File: config.mk
export PLATFORM = sky130hd
export DESIGN_NAME = pipeline_controller
export DESIGN_NICKNAME = d
export VERILOG_FILES = /design/src/rtl/pipeline_controller_pkg.sv /design/src/rtl/load_use_detector.sv /design/src/rtl/pipeline_controller.sv
export SDC_FILE = /design/constraint.sdc
export NUM_CORES = 1
export LEC_CHECK = 0
export BUFFER_PORTS_ARGS = -buffer_cell sky130_fd_sc_hd__buf_2
export CORE_MARGIN = 5
export CORE_UTILIZATION = 45
export CTS_CLUSTER_DIAMETER = 50
export CTS_CLUSTER_SIZE = 10
export DETAILED_ROUTE_END_ITERATION = 8
export GPL_ROUTABILITY_DRIVEN = 1
export PLACE_DENSITY = 0.78
export REMOVE_ABC_BUFFERS = 1
export SLEW_MARGIN = 0
export SYNTH_ARGS = -nofsm -noshare
export SYNTH_HDL_FRONTEND = slang
export SYNTH_SLANG_ARGS = --single-unit
File: constraint.sdc
create_clock -name clk -period 2.8 [get_ports clk]
set_clock_uncertainty 0.05 [all_clocks]
set_input_delay 0.42 -clock clk [delete_from_list [all_inputs] [get_ports clk]]
set_output_delay 0.42 -clock clk [all_outputs]
set_load 0.05 [all_outputs]
File: src/rtl/pipeline_controller_pkg.sv
// Shared types, control encodings and the RUN-state priority decision for the pipeline controller.
package pipeline_controller_pkg;

    typedef enum logic [1:0] {
        PC_RUN        = 2'd0,
        PC_LOAD_STALL = 2'd1,
        PC_MC_WAIT    = 2'd2,
        PC_MEM_WAIT   = 2'd3
    } pipe_ctrl_state_t;

    localparam logic [4:0] REG_X0 = 5'd0;

    typedef struct packed {
        logic pc_write;
        logic fetch_write;
        logic make_bubble;
        logic if_flush;
        logic ex_hold;
    } pipe_ctrl_t;

    typedef struct packed {
        pipe_ctrl_t       ctl;
        pipe_ctrl_state_t nxt;
        logic             wait_load;
    } run_decision_t;

    localparam pipe_ctrl_t CTRL_ADVANCE = '{1'b1, 1'b1, 1'b0, 1'b0, 1'b0};
    localparam pipe_ctrl_t CTRL_FREEZE  = '{1'b0, 1'b0, 1'b0, 1'b0, 1'b1};
    localparam pipe_ctrl_t CTRL_BUBBLE  = '{1'b0, 1'b0, 1'b1, 1'b0, 1'b0};
    localparam pipe_ctrl_t CTRL_FLUSH   = '{1'b1, 1'b1, 1'b0, 1'b1, 1'b0};
    localparam pipe_ctrl_t CTRL_RESET   = '{1'b0, 1'b0, 1'b1, 1'b1, 1'b0};

    // Priority order used by RUN and by every state that falls back to RUN behaviour.
    function automatic run_decision_t run_rules(
        input logic mem_wait,
        input logic mc_start,
        input logic load_use,
        input logic branch_taken
    );
        run_decision_t d;
        d.ctl       = CTRL_ADVANCE;
        d.nxt       = PC_RUN;
        d.wait_load = 1'b0;
        if (mem_wait) begin
            d.ctl = CTRL_FREEZE;
            d.nxt = PC_MEM_WAIT;
        end else if (mc_start) begin
            d.ctl       = CTRL_FREEZE;
            d.nxt       = PC_MC_WAIT;
            d.wait_load = 1'b1;
        end else if (load_use) begin
            d.ctl = CTRL_BUBBLE;
            d.nxt = PC_LOAD_STALL;
        end else if (branch_taken) begin
            d.ctl = CTRL_FLUSH;
        end else begin
            d.ctl = CTRL_ADVANCE;
        end
        return d;
    endfunction

endpackage

File: src/rtl/load_use_detector.sv
// Flags a load in EX whose destination is read by the instruction in ID (x0 never hazards).
module load_use_detector
    import pipeline_controller_pkg::*;
(
    input  logic [4:0] id_rs1,
    input  logic [4:0] id_rs2,
    input  logic       id_uses_rs1,
    input  logic       id_uses_rs2,
    input  logic       id_ex_MemRead,
    input  logic [4:0] id_ex_rd,
    output logic       load_use
);

    logic rs1_hit_s;
    logic rs2_hit_s;

    assign rs1_hit_s = id_uses_rs1 && (id_rs1 == id_ex_rd);
    assign rs2_hit_s = id_uses_rs2 && (id_rs2 == id_ex_rd);
    assign load_use  = id_ex_MemRead && (id_ex_rd != REG_X0) && (rs1_hit_s || rs2_hit_s);

endmodule

File: src/rtl/pipeline_controller.sv
// Stall/flush sequencer: registered state, wait counter, statistics and watchdog flag;
// pipeline enables are decoded combinationally from the current state and inputs.
module pipeline_controller
    import pipeline_controller_pkg::*;
#(
    parameter int MC_TIMEOUT = 64,
    parameter int CNT_W      = 32
) (
    input  logic             clk,
    input  logic             rst,
    input  logic [4:0]       id_rs1,
    input  logic [4:0]       id_rs2,
    input  logic             id_uses_rs1,
    input  logic             id_uses_rs2,
    input  logic             id_ex_MemRead,
    input  logic [4:0]       id_ex_rd,
    input  logic             branch_taken,
    input  logic             mc_start,
    input  logic             mc_done,
    input  logic             mem_wait,
    output logic             PCWrite,
    output logic             FetchWrite,
    output logic             MakeBubble,
    output logic             if_flush,
    output logic             ex_hold,
    output logic [CNT_W-1:0] stall_count,
    output logic [CNT_W-1:0] flush_count,
    output logic             mc_timeout
);

    localparam int              WC_W     = $clog2(MC_TIMEOUT + 1);
    localparam logic [WC_W-1:0] WC_ZERO  = {WC_W{1'b0}};
    localparam logic [WC_W-1:0] WC_ONE   = {{(WC_W-1){1'b0}}, 1'b1};
    localparam logic [WC_W-1:0] WC_LIMIT = WC_W'(MC_TIMEOUT);
    localparam logic [CNT_W-1:0] CNT_ZERO = {CNT_W{1'b0}};
    localparam logic [CNT_W-1:0] CNT_ONE  = {{(CNT_W-1){1'b0}}, 1'b1};

    pipe_ctrl_state_t state_r;
    pipe_ctrl_state_t state_nxt_s;
    logic [WC_W-1:0]  wait_cnt_r;
    logic [WC_W-1:0]  wait_cnt_nxt_s;
    logic [CNT_W-1:0] stall_count_r;
    logic [CNT_W-1:0] flush_count_r;
    logic             mc_timeout_r;
    logic             timeout_hit_s;
    logic             load_use_s;
    pipe_ctrl_t       ctl_s;
    run_decision_t    run_s;

    load_use_detector u_load_use_detector (
        .id_rs1        (id_rs1),
        .id_rs2        (id_rs2),
        .id_uses_rs1   (id_uses_rs1),
        .id_uses_rs2   (id_uses_rs2),
        .id_ex_MemRead (id_ex_MemRead),
        .id_ex_rd      (id_ex_rd),
        .load_use      (load_use_s)
    );

    // Enable decode and next-state selection from current state and inputs.
    always_comb begin
        ctl_s          = CTRL_ADVANCE;
        state_nxt_s    = PC_RUN;
        wait_cnt_nxt_s = wait_cnt_r;
        timeout_hit_s  = 1'b0;
        run_s          = run_rules(1'b0, 1'b0, 1'b0, 1'b0);
        if (rst) begin
            ctl_s = CTRL_RESET;
        end else begin
            case (state_r)
                PC_RUN, PC_LOAD_STALL: begin
                    // Right after a bubble the same load is still visible; one bubble is enough.
                    if (state_r == PC_LOAD_STALL) begin
                        run_s = run_rules(mem_wait, mc_start, 1'b0, branch_taken);
                    end else begin
                        run_s = run_rules(mem_wait, mc_start, load_use_s, branch_taken);
                    end
                    ctl_s       = run_s.ctl;
                    state_nxt_s = run_s.nxt;
                    if (run_s.wait_load) begin
                        wait_cnt_nxt_s = WC_ONE;
                    end else begin
                        wait_cnt_nxt_s = wait_cnt_r;
                    end
                end
                PC_MC_WAIT: begin
                    if (mc_done) begin
                        ctl_s          = CTRL_ADVANCE;
                        ctl_s.if_flush = branch_taken;
                        state_nxt_s    = PC_RUN;
                    end else if (wait_cnt_r == WC_LIMIT) begin
                        ctl_s         = CTRL_ADVANCE;
                        timeout_hit_s = 1'b1;
                        state_nxt_s   = PC_RUN;
                    end else begin
                        ctl_s          = CTRL_FREEZE;
                        state_nxt_s    = PC_MC_WAIT;
                        wait_cnt_nxt_s = wait_cnt_r + WC_ONE;
                    end
                end
                PC_MEM_WAIT: begin
                    if (mem_wait) begin
                        ctl_s       = CTRL_FREEZE;
                        state_nxt_s = PC_MEM_WAIT;
                    end else begin
                        run_s       = run_rules(1'b0, mc_start, load_use_s, branch_taken);
                        ctl_s       = run_s.ctl;
                        state_nxt_s = run_s.nxt;
                        if (run_s.wait_load) begin
                            wait_cnt_nxt_s = WC_ONE;
                        end else begin
                            wait_cnt_nxt_s = wait_cnt_r;
                        end
                    end
                end
                default: begin
                    ctl_s       = CTRL_FREEZE;
                    state_nxt_s = PC_RUN;
                end
            endcase
        end
    end

    // State, wait counter, saturating statistics and sticky watchdog flag.
    always_ff @(posedge clk) begin
        if (rst) begin
            state_r       <= PC_RUN;
            wait_cnt_r    <= WC_ZERO;
            stall_count_r <= CNT_ZERO;
            flush_count_r <= CNT_ZERO;
            mc_timeout_r  <= 1'b0;
        end else begin
            state_r    <= state_nxt_s;
            wait_cnt_r <= wait_cnt_nxt_s;
            if (!ctl_s.pc_write && !(&stall_count_r)) begin
                stall_count_r <= stall_count_r + CNT_ONE;
            end else begin
                stall_count_r <= stall_count_r;
            end
            if (ctl_s.if_flush && !(&flush_count_r)) begin
                flush_count_r <= flush_count_r + CNT_ONE;
            end else begin
                flush_count_r <= flush_count_r;
            end
            if (timeout_hit_s) begin
                mc_timeout_r <= 1'b1;
            end else begin
                mc_timeout_r <= mc_timeout_r;
            end
        end
    end

    assign PCWrite     = ctl_s.pc_write;
    assign FetchWrite  = ctl_s.fetch_write;
    assign MakeBubble  = ctl_s.make_bubble;
    assign if_flush    = ctl_s.if_flush;
    assign ex_hold     = ctl_s.ex_hold;
    assign stall_count = stall_count_r;
    assign flush_count = flush_count_r;
    assign mc_timeout  = mc_timeout_r;

endmodule

* Word level (Yosys, flattened, before mapping)
Index checks and enable logic that the tools add are counted. Widths: inputs -> output; s select.
Word-level totals: register bits after elaboration 74, input bits 24, output and inout port bits 70, word-level logic and storage cells 71
Cells by class: add/subtract/negate cells 3, eq/ne operators 11, multiplexer cells 36, reduce and logical (&&, ||, !) cells 16
Operators with widths (count):
- $add 32x1->32 const B | 2
- $reduce_and 32->1 | 2
- $mux 7 | 8
- $mux 8 | 6
- $mux 5 | 6
- $pmux 7 s3 | 1
- $pmux 5 s3 | 1
- $eq 5x5->1 | 2
- $mux 1 | 8
- $mux 2 | 4
- $ne 2x2->1 const B | 4
- $add 7x1->7 const B | 1
- $eq 7x7->1 const B | 1
- $logic_and 1x1->1 | 6
- $pmux 2 s3 | 1
- $reduce_and 5->1 | 1
- $reduce_bool 5->1 | 1
- $eq 2x2->1 const B | 2
- $logic_not 1->1 | 3
- $mux 3 | 1
- $eq 2x1->1 const B | 1
- $logic_not 2->1 | 1
- $ne 2x1->1 const B | 1
- $reduce_or 2->1 | 1
- $logic_or 1x1->1 | 1

* Depth between registers and ports, before layout
depth after elaboration 14, mapped depth 11, mapped depth without buffers 9

* Cells and area by module
Synthesis repeated with hierarchy kept, for this count alone.
Second synthesis, totals: cells, all modules 505, area total of the unflattened synthesis 4184.0 um2
By module, submodules not included:
- pipeline_controller | times used 1, cells each 488, area each 4050.1 um2, seq. area each 1481.4 um2
- load_use_detector | times used 1, cells each 17, area each 133.9 um2, seq. area each 0.0 um2

* Worst setup path after synthesis
OpenSTA, ideal clock, no wires.
path type flip-flop to flip-flop, from reg stall_count_r[0] (netlist: stall_count[0]), to reg stall_count_r[28] (netlist: stall_count[28]), setup time 0.070 ns, arrival 2.545 ns, required time 2.680 ns, path slack 0.134 ns, cell stages (with the launch flop) 11, buffers on the path 3, period minus slack after synthesis 2.666 ns, cell sequence dfxtp_1 > ha_1 > and4_1 > and3_1 > clkbuf_2 > and4_4 > buf_6 > or2_1 > buf_2 > or4_1 > a21oi_1
Between the ends: cells in the longest elaborated chain, start to end 3, elaborated cells between the ends (all ways) 4, those cells by class 1 x add/sub; 3 x reduce/logical
RTL lines:
- from (decl) | RTL line pipeline_controller.sv:42 | logic [CNT_W-1:0] stall_count_r;
- from (signal assigned) | RTL line pipeline_controller.sv:136 | stall_count_r <= stall_count_r + CNT_ONE;
- from (signal assigned) | RTL line pipeline_controller.sv:138 | stall_count_r <= stall_count_r;
- parallel branches: the longest is 3 deep, another holds $add 32x1->32
Several ways; the timed one is not identified. A chain may end at the register's enable or synchronous reset.

* Worst setup path after layout
from reg wait_cnt_r[2], to out FetchWrite
Between the ends: cells in the longest elaborated chain, start to end 5
RTL lines:
- from (decl) | RTL line pipeline_controller.sv:40 | logic [WC_W-1:0] wait_cnt_r;
- from (signal assigned) | RTL line pipeline_controller.sv:134 | wait_cnt_r <= wait_cnt_nxt_s;
- $eq 7x7->1 | RTL line pipeline_controller.sv:91 | end else if (wait_cnt_r == WC_LIMIT) begin
- $mux 5 | RTL line pipeline_controller.sv:91
- $mux 5 | RTL line pipeline_controller.sv:87 | if (mc_done) begin
- $pmux 5 s3 | RTL line pipeline_controller.sv:70 | case (state_r)
- $mux 5 | RTL line pipeline_controller.sv:67 | if (rst) begin
- to (decl) | RTL line pipeline_controller.sv:22 | output logic FetchWrite,
Every way passes these cells.

==> flow_summary.ini <==
[clocking]
root_buffer = clkbuf_8
numCtsBuffers = 9
cts_tree = yes
cts.sinks = 74
htreeDepth = 3
path_clk_slew_ps = 70
clk_path_buf_depth = 2
cts_hold_repair.buffers = 0
clkLatencyLatePin_ps = 340

[sta]
rsz0062_at_grt = yes
setup_slack_ps = 40.97
worstMarginPinSlew_ps = 691.3
fin_hold_ws_ps = 305.9
setup_viol = 0
max_slew_margin_pct = 53.91
slew_viol_final = 0
period_minus_slack_ps = 2759
timing.final.crit_share_pct = 98.54
hold_violations = 0
fin_setup_tns_ps = 0
max_freq_mhz = 362.4

[global_route]
grt_use_total_pct = 18.00
grt_remaining_overflow = 0
grt_max_degree = 69
grt_pass1_wl_microns = 15520
grt_pass1_vias = 3516
antenna_found_initial = 0

[logic_synthesis]
ys_top_cells_by_area = dfxtp_1 38%, xnor2_1 13%, nor2_1 6.5%, nor3_1 4.3%, nand2_1 3.7%
syn_inst = 460
yosysTopAreaCell = dfxtp_1
syn_avg_cell_area_sq_um = 8.443
synth_area_sq_mm = 0.003884
synth_flop_cell = dfxtp_1
synth-seq-area-share_pct = 38.14
async_flop_share_pct = 0
ys_types = 50
ys_seq_elements = 74
synth_edf_count = 0
yosys_warnings = 0
synth_top_area_share_pct = 38.14

[layout]
drive_gt1_share_pct = 24.82
final_area_sq_mm = 0.004661
mostFrequentLayoutCells = 91 x buf_2, 74 x dfxtp_1, 67 x nor2_1, 57 x xnor2_1, 38 x nand2_1
final_common_cell = buf_2
final_net_count = 583
fin_util_pct = 56.16
area_growth_pct = 20.01
instances_no_fill = 666

[place]
post-place-ws_ps = 65.80
place_area_sq_mm = 0.004462
portBuffers = 93
dp_cells = 648
routabilityCongestion = 0.8871
post-dp-hpwl_microns = 6967

[drt]
antenna_left = 0
vias = 3664
drc = 0
routed_wl_microns = 9556
avgViaCountPerCell = 5.502
first_iter_violations = 149
first_pass_iters = 4
routedWlPerCell_microns = 14.35

[setup_path]
critical-path-top-delay-family = simple AND/OR/NAND/NOR gates
worstSetupPathType = flip-flop to output port
worst-path-stages = 5
reg2reg_to = stall_count[1]
worst-path-max-fanout = 4
startpoint_type = flip-flop
path_buf_inv = 1
cpPeakStageDelay_ps = 710
worstRegToRegCells = 9
arrival_ps = 2290
cp-end-kind = output port
worstPathRequired_ps = 2330
r2r_slack_ps = 120
slowest_stage = or4b_2
path_cells = or4b_2, nor2_1, o21ai_0, a31oi_2, buf_4
timing.rr.start = wait_cnt_r[2]

[power_and_ir_drop]
seq_power_share_pct = 51.9
p_int_mw = 1.538
clkPwrFrac_pct = 36.8
swShare_pct = 26.65
power_switching_mw = 0.5587
p_per_area_mw_per_mm2 = 449.9
finalPower_mw = 2.097
leakagePower_nw = 1.843
comb_power_share_pct = 11.3
peakVddDrop_v = 0.0002529

[run_status]
outcome = completed

[floorplanning]
num_rows = 33
io_pins = 94
die_y_microns = 102.9
die-area_sq_mm = 0.01059
die_w_microns = 102.9
start_util_pct = 46.80
core_sq_mm = 0.008299

[hold_path]
holdPathStages = 2
hold_start = rst
hold_path_end = state_r[1]
hold_class = primary input to flip-flop

[flow_run]
drv_cap = 0
==> worst max path at each step <==
| stage | startpoint | end |
|---|---|---|
| 2_1_floorplan | id_ex_rd[1] | stall_count[1] |
| 3_3_place_gp | id_ex_rd[1] | flush_count[14] |
| 3_5_place_dp | id_ex_rd[1] | flush_count[14] |
| 4_1_cts | wait_cnt_r[2] | FetchWrite |
| 5_1_grt | wait_cnt_r[2] | PCWrite |
| 6_report | wait_cnt_r[2] | FetchWrite |
==> synthesized netlist by cell type (7+ instances only) <==
library cell,n
dfxtp_1,74
and4_1,9
nand3_1,19
nand2_1,38
xnor2_1,57
a21oi_1,12
or4_1,8
nor2_1,67
nor4_1,9
inv_1,7
nand4_1,19
and3_1,8
nor3_1,33
xor2_1,13
clkbuf_1,12
==> power groups by stage <==
| stage | logic, mW | registers [mW] | clock network [mW] |
|---|---|---|---|
| finish | 0.237 | 1.09 | 0.771 |
| global route | 0.256 | 1.09 | 0.830 |
| CTS | 0.239 | 1.09 | 0.787 |
| detailed placement | 0.234 | 1.11 | 0 |
| global placement | 0.228 | 1.11 | 0 |
| floorplan | 0.107 | 1.14 | 0 |
==> sequential cells by signal (all words and copies together) (netlist names) <==
| name | cells |
|---|---|
| wait_cnt_r | 7 |
| mc_timeout | 1 |
| state_r | 2 |
| flush_count | 32 |
| stall_count | 32 |
==> worst reg2reg max path, stage by stage (launching register included) <==
cell and delay [ps]:
dfxtp_1 340, or4b_2 710, nor2_1 200, o21ai_0 130, a31oi_2 310, buf_4 190
or2_1 220, buf_4 160, mux2i_1 170, nor2_1 50
==> cells by family (layout without fill, tap and decap cells) <==
group | Yosys count | after routing | synth area share, %
and+or+nand+nor | 246 | 246 | 34.63
DFF | 74 | 74 | 38.14
xor gates and xnor gates | 70 | 70 | 15.79
AOI/OAI and AO/OA | 32 | 32 | 5.316
buffers and inverters | 31 | 131 | 4.027
adders and majority gates | 4 | 4 | 1.289
muxes | 3 | 3 | 0.8054
other | 0 | 1 | 0
==> what timing repair did <==
item / CTS / global route
hold endpoints to repair: 0 / 0
resized for setup: 2 / 1
endpoints found under the setup margin: 2 / 3
setup buffers: 1 / 0
pin swaps: 1 / 0
==> layout make-up <==
class,instances,area (sq um)
Timing Repair Buffer,108,583.1
Clock inverter,2,10.01
Antenna cell,1,2.502
Sequential cell,74,1481
Multi-Input combinational cell,355,2253
Tap cell,105,131.4
Inverter,7,26.28
Fill cell,776,3638
Clock buffer,14,172.7
==> per-layer routing <==
metal | vias to the layer above | routed length [microns] | GRT usage (%)
li1 | 1807 | - | -
met1 | 1742 | 4028 | 20.27
met2 | 105 | 4789 | 32.26
met3 | 10 | 641 | 5.413
met4 | 0 | 97 | 5.976
met5 | - | 0 | 0
Note: power is estimated with default switching activity, not from simulation.
